**src/rtl/serial_pkg.sv**
```systemverilog
// Types and constants shared by the serial link receiver and transmitter.
package serial_pkg;

  typedef enum logic [2:0] {
    S_IDLE,
    S_START,
    S_DATA,
    S_PARITY,
    S_STOP
  } rx_state_e;

  localparam int PARITY_MODE_EVEN = 0;
  localparam int PARITY_MODE_ODD  = 1;

  // Total bit periods on the line for one frame, start bit included.
  function automatic int frame_len(input int data_w, input int parity_en, input int stop_en);
    return 1 + data_w + parity_en + stop_en;
  endfunction

endpackage

```
**src/rtl/serial_bit_timer.sv**
```systemverilog
// Bit-period timer: emits a tick at mid-bit, realigned to the start edge by restart_i.
module serial_bit_timer #(
  parameter int CLKS_PER_BIT = 1
) (
  input  logic clk,
  input  logic rstn,
  input  logic restart_i,
  output logic tick_o
);

  localparam int CNT_W       = $clog2(CLKS_PER_BIT + 1);
  localparam int HALF        = (CLKS_PER_BIT - 1) / 2;
  // Preload so the first tick lands HALF cycles after the start edge; HALF=0 ticks on the edge itself.
  localparam int RESTART_VAL = (CLKS_PER_BIT - HALF) % CLKS_PER_BIT;

  logic [CNT_W-1:0] cnt_q, cnt_d;
  logic             wrap;

  assign wrap   = (cnt_q == CNT_W'(CLKS_PER_BIT - 1));
  assign tick_o = restart_i ? (HALF == 0) : wrap;

  always_comb begin
    // NOTE: every combinational output gets a default first, so no path can infer a latch.
    cnt_d = wrap ? '0 : cnt_q + 1'b1;
    if (restart_i) cnt_d = CNT_W'(RESTART_VAL);
  end

  always_ff @(posedge clk or negedge rstn) begin
    if (!rstn) cnt_q <= '0;
    else       cnt_q <= cnt_d;
  end

endmodule

```
**src/rtl/serial_rx_frame.sv**
```systemverilog
// Serial frame receiver: start/data/parity/stop sampling FSM feeding a valid/ready output register.
module serial_rx_frame
  import serial_pkg::*;
#(
  parameter int DATA_W       = 7,
  parameter int CLKS_PER_BIT = 1,
  parameter int PARITY_EN    = 1,
  parameter int PARITY_ODD   = PARITY_MODE_ODD,
  parameter int STOP_EN      = 1
) (
  input  logic              clk,
  input  logic              rstn,
  input  logic              serial_in,
  output logic              m_valid,
  input  logic              m_ready,
  output logic [DATA_W-1:0] m_data,
  output logic              m_parity_err,
  output logic              m_frame_err,
  output logic              overrun,
  output logic              busy
);

  localparam int CNT_W = $clog2(DATA_W + 1);

  rx_state_e         state_q, state_d;
  logic              hist_q;
  logic [CNT_W-1:0]  bit_cnt_q, bit_cnt_d;
  logic [DATA_W-1:0] data_q, data_d, shift_data, fin_data;
  logic              par_q, par_d, fin_par;
  logic              tick, start_edge, last_bit, done, par_err, frame_err;

  logic              valid_q, valid_d;
  logic [DATA_W-1:0] out_data_q, out_data_d;
  logic              perr_q, perr_d, ferr_q, ferr_d, ovr_q, ovr_d;

  assign start_edge = (state_q == S_IDLE) && hist_q && !serial_in;
  assign last_bit   = (bit_cnt_q == CNT_W'(DATA_W - 1));

  serial_bit_timer #(.CLKS_PER_BIT(CLKS_PER_BIT)) u_timer (
    .clk       (clk),
    .rstn      (rstn),
    .restart_i (start_edge),
    .tick_o    (tick)
  );

  always_comb begin
    shift_data           = data_q >> 1;
    shift_data[DATA_W-1] = serial_in;
  end

  // The final field is folded in combinationally so the frame loads on the edge of its last sample.
  assign fin_data  = (state_q == S_DATA) ? shift_data : data_q;
  assign fin_par   = (state_q == S_PARITY) ? serial_in : par_q;
  assign par_err   = (PARITY_EN != 0) && ((^{fin_data, fin_par}) != 1'(PARITY_ODD));
  assign frame_err = (STOP_EN != 0) && (state_q == S_STOP) && !serial_in;

  always_comb begin
    state_d   = state_q;
    bit_cnt_d = bit_cnt_q;
    data_d    = data_q;
    par_d     = par_q;
    done      = 1'b0;
    case (state_q)
      S_IDLE: begin
        bit_cnt_d = '0;
        if (start_edge) state_d = tick ? S_DATA : S_START;
      end
      S_START: begin
        if (tick) state_d = serial_in ? S_IDLE : S_DATA;
      end
      S_DATA: begin
        if (tick) begin
          data_d    = shift_data;
          bit_cnt_d = bit_cnt_q + 1'b1;
          if (last_bit) begin
            if (PARITY_EN != 0)    state_d = S_PARITY;
            else if (STOP_EN != 0) state_d = S_STOP;
            else begin
              state_d = S_IDLE;
              done    = 1'b1;
            end
          end
        end
      end
      S_PARITY: begin
        if (tick) begin
          par_d = serial_in;
          if (STOP_EN != 0) state_d = S_STOP;
          else begin
            state_d = S_IDLE;
            done    = 1'b1;
          end
        end
      end
      S_STOP: begin
        if (tick) begin
          state_d = S_IDLE;
          done    = 1'b1;
        end
      end
      default: state_d = S_IDLE;
    endcase
  end

  always_comb begin
    valid_d    = valid_q;
    out_data_d = out_data_q;
    perr_d     = perr_q;
    ferr_d     = ferr_q;
    ovr_d      = 1'b0;
    if (done) begin
      if (!valid_q || m_ready) begin
        valid_d    = 1'b1;
        out_data_d = fin_data;
        perr_d     = par_err;
        ferr_d     = frame_err;
      end else begin
        ovr_d = 1'b1;
      end
    end else if (valid_q && m_ready) begin
      valid_d = 1'b0;
    end
  end

  always_ff @(posedge clk or negedge rstn) begin
    if (!rstn) begin
      state_q    <= S_IDLE;
      hist_q     <= 1'b1;
      bit_cnt_q  <= '0;
      data_q     <= '0;
      par_q      <= 1'b0;
      valid_q    <= 1'b0;
      out_data_q <= '0;
      perr_q     <= 1'b0;
      ferr_q     <= 1'b0;
      ovr_q      <= 1'b0;
    end else begin
      // NOTE: non-blocking assignments keep every register updating from pre-edge values.
      state_q    <= state_d;
      hist_q     <= serial_in;
      bit_cnt_q  <= bit_cnt_d;
      data_q     <= data_d;
      par_q      <= par_d;
      valid_q    <= valid_d;
      out_data_q <= out_data_d;
      perr_q     <= perr_d;
      ferr_q     <= ferr_d;
      ovr_q      <= ovr_d;
    end
  end

  assign m_valid      = valid_q;
  assign m_data       = out_data_q;
  assign m_parity_err = perr_q;
  assign m_frame_err  = ferr_q;
  assign overrun      = ovr_q;
  assign busy         = (state_q != S_IDLE);

endmodule

```
**config.mk**
```make
export PLATFORM = sky130hd
export DESIGN_NAME = serial_rx_frame
export DESIGN_NICKNAME = d
export VERILOG_FILES = /design/src/rtl/serial_pkg.sv /design/src/rtl/serial_bit_timer.sv /design/src/rtl/serial_rx_frame.sv
export SDC_FILE = /design/constraint.sdc
export NUM_CORES = 1
export LEC_CHECK = 0
export BUFFER_PORTS_ARGS = -buffer_cell sky130_fd_sc_hd__buf_2
export CAP_MARGIN = 25
export CORE_ASPECT_RATIO = 1.4
export CORE_UTILIZATION = 45
export CTS_CLUSTER_SIZE = 12
export DETAILED_ROUTE_END_ITERATION = 8
export MAX_ROUTING_LAYER = met4
export PLACE_DENSITY = 0.68
export SYNTH_ARGS = -nofsm -noshare
export SYNTH_HDL_FRONTEND = slang
export SYNTH_HIERARCHICAL = 1
export SYNTH_SLANG_ARGS = --single-unit
```
**constraint.sdc**
```tcl
create_clock -name clk -period 1.8 [get_ports clk]
set_clock_uncertainty 0.15 [all_clocks]
set_input_delay 0.27 -clock clk [delete_from_list [all_inputs] [get_ports clk]]
set_output_delay 0.27 -clock clk [all_outputs]
set_load 0.005 [all_outputs]
```
==> results of run 1 <==
==> how the worst max path moves through the flow <==
| stage | startpoint | to | slack [ns] |
|---|---|---|---|
| 3_3_place_gp | data_q[1] | m_parity_err | 0.08 |
| 2_1_floorplan | state_q[0] | data_q[6] | 0.05 |
| 4_1_cts | state_q[2] | m_data[4] | 0.009 |
| 6_report | data_q[1] | m_parity_err | 0.02 |
| 3_5_place_dp | data_q[1] | m_parity_err | 0.06 |
| 5_1_grt | data_q[1] | m_parity_err | -0.03 |
==> power by group through the flow <==
stage / Clock [mW] / Combinational (mW) / Sequential (mW)
after global routing: 0.328 / 1.14 / 0.992
after floorplan: 0 / 0.697 / 0.949
final: 0.292 / 1.02 / 0.961
after detailed placement: 0 / 1.01 / 0.970
after global placement: 0 / 0.993 / 0.953
after CTS: 0.303 / 1.04 / 0.960
==> routing by layer <==
metal  up-vias  track usage  share of wire
met5         -            -              0
met4         0       0.0429         0.0023
met3         2       0.0251          0.020
met2        11        0.300           0.52
met1       445        0.208           0.46
li1        441            -              -
==> worst max-delay path: cells and delay by family, from the launching register on <==
kind                      cells  cell delay [ns]
DFF                           1             0.42
xor gates and xnor gates      2             0.58
and+or+nand+nor               2             0.59
==> cells in the final DEF (no fill, tap or decap), drive strengths merged <==
master,count
nand2,17
dlygate4sd3,2
nand4,1
nand3,2
nor4bb,1
nand4bb,1
a21oi,2
nand2b,3
xnor3,1
dfrtp,25
mux2i,9
xor2,3
or3b,1
or4,1
o211ai,2
ha,2
nand3b,1
o21ai,11
nor3,1
xnor2,2
conb,1
nor2b,4
o21bai,1
nor2,7
inv,2
dfstp,1
clkbuf,4
buf,25
mux2,8
==> flip-flops by register name, summed over array words and instances, names as in the netlist <==
signal and cells:
data_q 7, bit_cnt_q 3, par_q 1, m_valid 1
hist_q 1, state_q 3, overrun 1, m_data 7
m_parity_err 1, m_frame_err 1
==> through the flow <==
step                TNS, ns  instance area [µm²]  hold slack, ns  worst slack [ns]  std cells
floorplan                 0                 1260          -0.176            0.0529        117
global placement          0                 1420           0.144            0.0786        171
detailed placement        0                 1420           0.158            0.0576        171
CTS                       0                 1490          0.0989           0.00901        177
global route        -0.0498                 1490           0.119           -0.0307        177
finish                    0                 1490           0.107            0.0156        177
==> what timing repair did <==
action,in CTS,in global routing
endpoints found under the hold margin,26,0
endpoints found under the setup margin,1,9
pin swaps,0,1
gates resized for setup,2,2
hold buffers,2,0
==> layout make-up <==
type	count	area (µm²)
multi-input combinational	82	577
fill	263	1150
timing repair buffer	27	170
inverter	2	7.51
tap	36	45.0
sequential	26	653
clock buffer	4	36.3
==> qor.txt, run 1 <==
Worst EP required -> 1.91 ns
status -> completed
final core utilization -> 0.563
Synth Area per Inst -> 10.7 µm²
Core Area -> 0.00264 mm²
Worst-Margin Slew -> 0.569 ns
wire length per cell -> 12.4 µm
switching part of the total -> 0.341
final critical-path share of the clock period -> 0.991
Hold Violations, Final -> 0
diode count -> 0
synthesized cell area -> 0.00126 mm²
Finish-stage setup viols -> 0
Starting Density -> 0.475
worst hold stages -> 3
Die H -> 64.5 µm
Max Freq -> 0.560 GHz
global-route wire length before repair -> 3750 µm
syn_nets -> 123
RePlAce Congestion -> 0.781
Slowest cell on crit path -> or4_1
Root Driver -> clkbuf_4
Int Pwr -> 1.50 mW
Routed WL -> 2200 µm
Via Count -> 899
Cells after Synth -> 117
Row Count -> 22
Max FO, Critical Path -> 2
sw power -> 0.776 mW
crit start category -> register
drt first-iter violations -> 8
number of buffers created by CTS -> 3
drt pass-1 iters -> 2
clock-pin slew on the worst setup and hold paths -> 0.14 ns
WS Path Type -> register to register
NumNets Final -> 148
RR Endpoint -> m_parity_err
Post-CTS Setup Bufs -> 0
Die Width -> 46.7 µm
Pwr Total -> 2.28 mW
IO Pins -> 16
# H-tree levels -> 1
worst path cell trace -> xor2_1 -> xnor3_1 -> or4_1 -> nand3_1
pin count of the biggest net entering global routing -> 27
R2R Path Start -> data_q[1]
pwr/cell area -> 1530 mW/mm²
antenna viol nets, final -> 0
Crit. End Element -> register
drt via density -> 5.08
Synth warnings -> 6
Worst Reg-to-Reg Cells -> 4
Seq pwr share -> 0.422
VDD IR max -> 0.000808 V
detailed placement HPWL -> 1570 µm
worst hold-check path type -> primary input to register
flop2flop setup slack -> 0.02 ns
total congestion overflow -> 0
Max stage delay on crit path -> 0.51 ns
Clock Sinks -> 26
Clk network pwr share -> 0.128
RSZ-0062 raised after global routing -> true
total track usage -> 0.175
Hold EP -> overrun
Longest Clk Path Bufs -> 2
Rel. slew slack -> 0.621
die area -> 0.00301 mm²
antenna violations before repair -> 0
combinational power share -> 0.450
Tmin final -> 1.78 ns
DR DRC count -> 0
worst path arrival time -> 1.89 ns
Lkg Pwr -> 0.728 nW
CTS tree -> yes
Slew Viols, Final -> 0
max-cap violations -> 0
clock insertion delay at the later pin of the skew report -> 0.31 ns
P&R area growth vs syn -> 18.5%
min-delay src -> m_ready
vias in the first global route -> 874
layout cells sized above 1 -> 0.291
IO Port Bufs -> 15
No activity file was read; power rests on OpenSTA's default activity.
==> run 2: changes to the inputs <==
Clock period 1.8 ns to 1.6 ns, I/O delays scaled along.
==> qor.txt, run 2 (same netlist as run 1, synthesis figures left out) <==
WS Path Type -> register to register
die area -> 0.00301 mm² (unchanged)
worst hold stages -> 2 (-1)
pin count of the biggest net entering global routing -> 27 (unchanged)
Slew Viols, Final -> 0 (unchanged)
Worst Slack Setup Final -> -0.130 ns (-0.146 ns)
final instance area -> 0.00166 mm² (+12%)
final critical-path share of the clock period -> 1.08 (+0.0902)
antenna viol nets, final -> 0 (unchanged)
RSZ-0062 raised after global routing -> true
vias in the first global route -> 899 (+2.9%)
Worst Reg-to-Reg Cells -> 5 (+1)
crit start category -> register
CTS tree -> yes
Crit. End Element -> register
RR Endpoint -> m_parity_err
worst path arrival time -> 1.85 ns (-0.04 ns)
combinational power share -> 0.545 (+0.095)
R2R Path Start -> state_q[0]
Setup WS pre-CTS -> -0.0804 ns (-0.138 ns)
max-cap violations -> 0 (unchanged)
Seq pwr share -> 0.344 (-0.078)
IO Pins -> 16 (unchanged)
pwr/cell area -> 1830 mW/mm² (+20%)
Worst-Margin Slew -> 0.591 ns (+0.0226 ns)
IO Port Bufs -> 15 (unchanged)
Lkg Pwr -> 0.835 nW (+15%)
Root Driver -> clkbuf_4
clock-pin slew on the worst setup and hold paths -> 0.14 ns (about the same)
Die H -> 64.5 µm (unchanged)
Tmin final -> 1.73 ns (-0.0539 ns)
Clk network pwr share -> 0.110 (-0.018)
global-route wire length before repair -> 4050 µm (+8.1%)
Finished Layout Cells -> 188 (+6.2%)
commonest non-fill, non-tap cells in the layout -> dfrtp_1, nand2_1, buf_4
VDD IR max -> 0.000913 V (+13%)
Hold Violations, Final -> 0 (unchanged)
total congestion overflow -> 0 (unchanged)
wire length per cell -> 13.3 µm (+7.0%)
drt pass-1 iters -> 4 (+2)
RePlAce Congestion -> 0.842 (+7.8%)
most common cell after layout, fill and taps aside -> dfrtp_1
NumNets Final -> 159 (+7.4%)
worst hold-check path type -> primary input to register
Finish-stage setup viols -> 11 (+11)
# H-tree levels -> 1 (unchanged)
Via Count -> 944 (+5.0%)
Max Freq -> 0.578 GHz (+3.1%)
Die Width -> 46.7 µm (unchanged)
diode count -> 0 (unchanged)
Clock Sinks -> 26 (unchanged)
detailed placement HPWL -> 1600 µm (+1.7%)
Core Area -> 0.00264 mm² (unchanged)
P&R area growth vs syn -> 32.5%
Worst Hold Slack -> 0.0649 ns (-0.0426 ns)
Max FO, Critical Path -> 5 (+3)
status -> finished with violations
drt first-iter violations -> 13 (+5)
total track usage -> 0.191 (+0.0159)
flop2flop setup slack -> -0.13 ns (-0.15 ns)
number of buffers created by CTS -> 3 (unchanged)
Rel. slew slack -> 0.606 (-0.0151)
clock insertion delay at the later pin of the skew report -> 0.32 ns (about the same)
Placed Instances -> 176 (+2.9%)
min-delay src -> serial_in
Int Pwr -> 2.03 mW (+35%)
failing checks -> setup timing
DR DRC count -> 0 (unchanged)
Hold EP -> m_frame_err
drt via density -> 5.02 (-1.1%)
placed cell areas -> 0.00146 mm² (+3.2%)
Row Count -> 22 (unchanged)
switching part of the total -> 0.335 (-0.00565)
Longest Clk Path Bufs -> 2 (unchanged)
Routed WL -> 2500 µm (+14%)
Worst EP required -> 1.72 ns (-0.19 ns)
antenna violations before repair -> 0 (unchanged)
sw power -> 1.02 mW (+32%)
Starting Density -> 0.475 (unchanged)
layout cells sized above 1 -> 0.395 (+0.104)
[run 2: changes by cell type in the layout (fill, tap and decap cells not counted), sizes merged]
cell,previous run,this run
buf,25,36
[run 2: worst max-delay path by stage]
stage / slack, ns / endpoint / startpoint
after CTS: -0.11 / m_parity_err / data_q[6]
after detailed placement: -0.08 / m_parity_err / data_q[6]
after global placement: -0.02 / m_parity_err / data_q[4]
after global routing: -0.20 / busy / state_q[1]
final: -0.13 / m_parity_err / state_q[0]
after floorplan: -0.09 / m_parity_err / state_q[2]
[run 2: cell type report]
| type | instances | area (µm²) |
|---|---|---|
| Clock buffer | 4 | 36.3 |
| Timing Repair Buffer | 38 | 272 |
| Fill cell | 229 | 978 |
| Tap cell | 36 | 45.0 |
| Inverter | 2 | 7.51 |
| Sequential cell | 26 | 654 |
| Multi-Input combinational cell | 82 | 649 |
[run 2: metal layers]
metal	up-vias	global-route usage	part of all wire	wire length, µm
met5	-	-	0	0
met4	0	0.0786	0.015	37
met3	4	0.0251	0.019	48
met2	17	0.295	0.53	1330
met1	460	0.245	0.43	1080
li1	463	-	-	-
[run 2: repair_timing]
action / in CTS / in global routing
pin swaps: 1 / 3
hold endpoints to repair: 26 / 0
buffers inserted: 2 / 3
resized for setup: 9 / 20
setup endpoints to repair: 2 / 20
cloned: 0 / 1
hold buffers: 2 / 0
[run 2: through the flow]
step,setup TNS [ns],util,power [mW]
global route,-1.58,0.630,3.30
floorplan,-0.0858,-,1.86
global placement,-0.0247,0.554,2.25
detailed placement,-0.0804,0.554,2.32
CTS,-0.749,0.594,2.85
finish,-0.536,0.630,3.05
[run 2: power groups by stage]
stage | clock (mW) | sequential (mW) | combinational [mW]
after global placement | 0 | 1.04 | 1.21
after floorplan | 0 | 1.07 | 0.791
after detailed placement | 0 | 1.05 | 1.26
after global routing | 0.385 | 1.09 | 1.83
after CTS | 0.356 | 1.04 | 1.46
final | 0.336 | 1.05 | 1.66
[run 2: worst max-delay path: stages (launching register included)]
cell and delay, ns:
dfrtp_2 0.48, buf_4 0.14, mux2i_1 0.20, mux2i_1 0.13, or4_1 0.48, nand3_1 0.10
==> run 3: changes to the inputs <==
Settings changed: SKIP_CTS_REPAIR_TIMING set to 1, SYNTH_HIERARCHICAL 1 to not set.
==> qor.txt, run 3 <==
status -> finished with violations
failing checks -> setup timing
final critical-path share of the clock period -> 1.11 (+0.0311)
Max FO, Critical Path -> 4 (-1)
CTS tree -> yes
Pwr Total -> 2.82 mW (-7.7%)
Worst Slack Setup Final -> -0.180 ns (-0.0497 ns)
worst hold-check path type -> primary input to register
Synth warnings -> 0 (-6)
Core Area -> 0.00259 mm² (-2.1%)
Yosys cell types -> 31
Root Driver -> clkbuf_4
P&R area growth vs syn -> 23.3%
most common cell in the synthesized netlist -> dfrtp_1
NumNets Final -> 127 (-20%)
Synth Area per Inst -> 13.9 µm² (+29%)
pin count of the biggest net entering global routing -> 27 (unchanged)
Finish-stage setup viols -> 8 (-3)
total track usage -> 0.169 (-0.0211)
most common cell after layout, fill and taps aside -> dfrtp_1
antenna viol nets, final -> 0 (unchanged)
Rel. slew slack -> 0.635 (+0.0297)
diode count -> 0 (unchanged)
Hold EP -> overrun
drt first-iter violations -> 16 (+3)
flop2flop setup slack -> -0.09 ns (+0.04 ns)
worst path arrival time -> 1.39 ns (-0.46 ns)
multi-input logic area -> 547 µm² (-16%)
met2 Use GR -> 0.280 (-0.0152)
number of buffers created by CTS -> 3 (unchanged)
syn_nets -> 94 (-24%)
Setup WS pre-CTS -> -0.0652 ns (+0.0152 ns)
drt pass-1 iters -> 4 (unchanged)
IO Pins -> 16 (unchanged)
M3 GR Usage -> 0.0258 (+0.000718)
Clock Sinks -> 26 (unchanged)
crit start category -> register
die area -> 0.00293 mm² (-2.6%)
total congestion overflow -> 0 (unchanged)
FFs w/ async S/R, synth -> 1.00
min-delay src -> m_ready
RSZ-0062 raised after global routing -> true
fillcell total -> 240 (+4.8%)
Lkg Pwr -> 0.763 nW (-8.7%)
DR DRC count -> 0 (unchanged)
FF+latch count, synth -> 26
Crit. End Element -> output port
Worst-Margin Slew -> 0.547 ns (-0.0445 ns)
busiest grt layer -> met2
Worst EP required -> 1.21 ns (-0.51 ns)
# H-tree levels -> 1 (unchanged)
Longest Clk Path Bufs -> 2 (unchanged)
Slew Viols, Final -> 0 (unchanged)
global-route wire length before repair -> 3510 µm (-13%)
vias in the first global route -> 820 (-8.8%)
detailed placement HPWL -> 1500 µm (-6.2%)
commonest non-fill, non-tap cells in the layout -> dfrtp_1, buf_2, mux2_4
clock-pin slew on the worst setup and hold paths -> 0.13 ns (about the same)
RePlAce Congestion -> 0.691 (-18%)
clock insertion delay at the later pin of the skew report -> 0.32 ns (about the same)
post-synthesis sequential area ratio -> 0.533
Hold Violations, Final -> 0 (unchanged)
Synth area leaders -> dfrtp_1, mux2_4, xnor2_1
Routed WL -> 2140 µm (-14%)
Row Count -> 22 (unchanged)
Starting Density -> 0.472 (-0.00294)
Max Freq -> 0.562 GHz (-2.8%)
top cell type's share of synthesized area -> 0.512
wire length per cell -> 13.7 µm (+3.1%)
met1 Track Usage GR -> 0.192 (-0.0532)
pwr/cell area -> 1870 mW/mm² (+1.9%)
WS Path Type -> register to output port
most common flop cell mapped by yosys -> dfrtp_1
register area -> 652 µm² (-0.38%)
number of flops mapped to enable cells by yosys -> 0
synthesized cell area -> 0.00122 mm² (-2.7%)
drt via density -> 4.94 (-1.7%)
Die H -> 63.7 µm (-1.3%)
RR Endpoint -> m_data[5]
antenna violations before repair -> 0 (unchanged)
Via Count -> 770 (-18%)
IO Port Bufs -> 15 (unchanged)
Die Width -> 46.1 µm (-1.3%)
Tmin final -> 1.78 ns (+0.0497 ns)
VDD IR max -> 0.000984 V (+7.8%)
R2R Path Start -> state_q[1]
Worst Reg-to-Reg Cells -> 5 (unchanged)
cell taking the most area after synthesis -> dfrtp_1
post-route setup TNS -> -0.766 ns (-0.230 ns)
Post-synth top cells -> dfrtp_1, mux2_4, nand2_1, nor2_1, xnor2_1
worst hold stages -> 3 (+1)
layout cells sized above 1 -> 0.450 (+0.0553)
max-cap violations -> 0 (unchanged)
Cells after Synth -> 88 (-25%)
-- run 3: report_power, final --
part	total [mW]	internal [mW]	switching [mW]
Combinational	1.27	0.781	0.491
Sequential	1.09	0.897	0.198
Clock	0.449	0.253	0.196
-- run 3: cells by family (layout without fill, tap and decap cells) --
group / after synthesis / after routing / synth area share
buf+inv: 5 / 37 / 0.0225
xor+xnor: 6 / 6 / 0.0542
simple gates: 24 / 24 / 0.133
mux: 16 / 16 / 0.189
fa+ha+maj: 2 / 2 / 0.0205
flops: 26 / 26 / 0.533
compound gates: 9 / 9 / 0.0471
-- run 3: layout make-up --
| type | count | area share |
|---|---|---|
| Clock inverter | 1 | 0.0199 |
| Clock buffer | 3 | 0.0149 |
| Inverter | 3 | 0.00747 |
| Sequential cell | 26 | 0.432 |
| Timing Repair Buffer | 30 | 0.133 |
| Multi-Input combinational cell | 57 | 0.363 |
| Tap cell | 36 | 0.0299 |
-- run 3: how the worst max path moves through the flow --
stage / from / to / slack (ns) / depth (start not counted)
2_1_floorplan: state_q[2] / m_data[0] / -0.06 / 5
5_1_grt: state_q[1] / busy / -0.25 / 3
6_report: state_q[1] / busy / -0.18 / 3
3_5_place_dp: state_q[1] / m_data[5] / -0.07 / 3
3_3_place_gp: state_q[1] / m_data[6] / -0.04 / 3
4_1_cts: state_q[0] / busy / -0.23 / 3
-- run 3: critical path, stage by stage (launching register included) --
cell and delay, ns:
dfrtp_1 0.45, buf_6 0.14, or3_1 0.35, buf_2 0.13
-- run 3: layer usage --
| layer | vias up | share of wire |
|---|---|---|
| met4 | 0 | 0.0080 |
| met5 | - | 0 |
| met3 | 2 | 0.018 |
| li1 | 365 | - |
| met2 | 11 | 0.54 |
| met1 | 392 | 0.43 |
-- run 3: metrics by stage --
stage / std cells / hold slack (ns) / utilization / area [µm²]
after CTS: 150 / -0.259 / 0.559 / 1450
after detailed placement: 146 / 0.110 / 0.539 / 1390
after floorplan: 88 / -0.206 / - / 1220
after global placement: 146 / 0.110 / 0.539 / 1390
after global routing: 156 / 0.0680 / 0.583 / 1510
final: 156 / 0.0603 / 0.583 / 1510
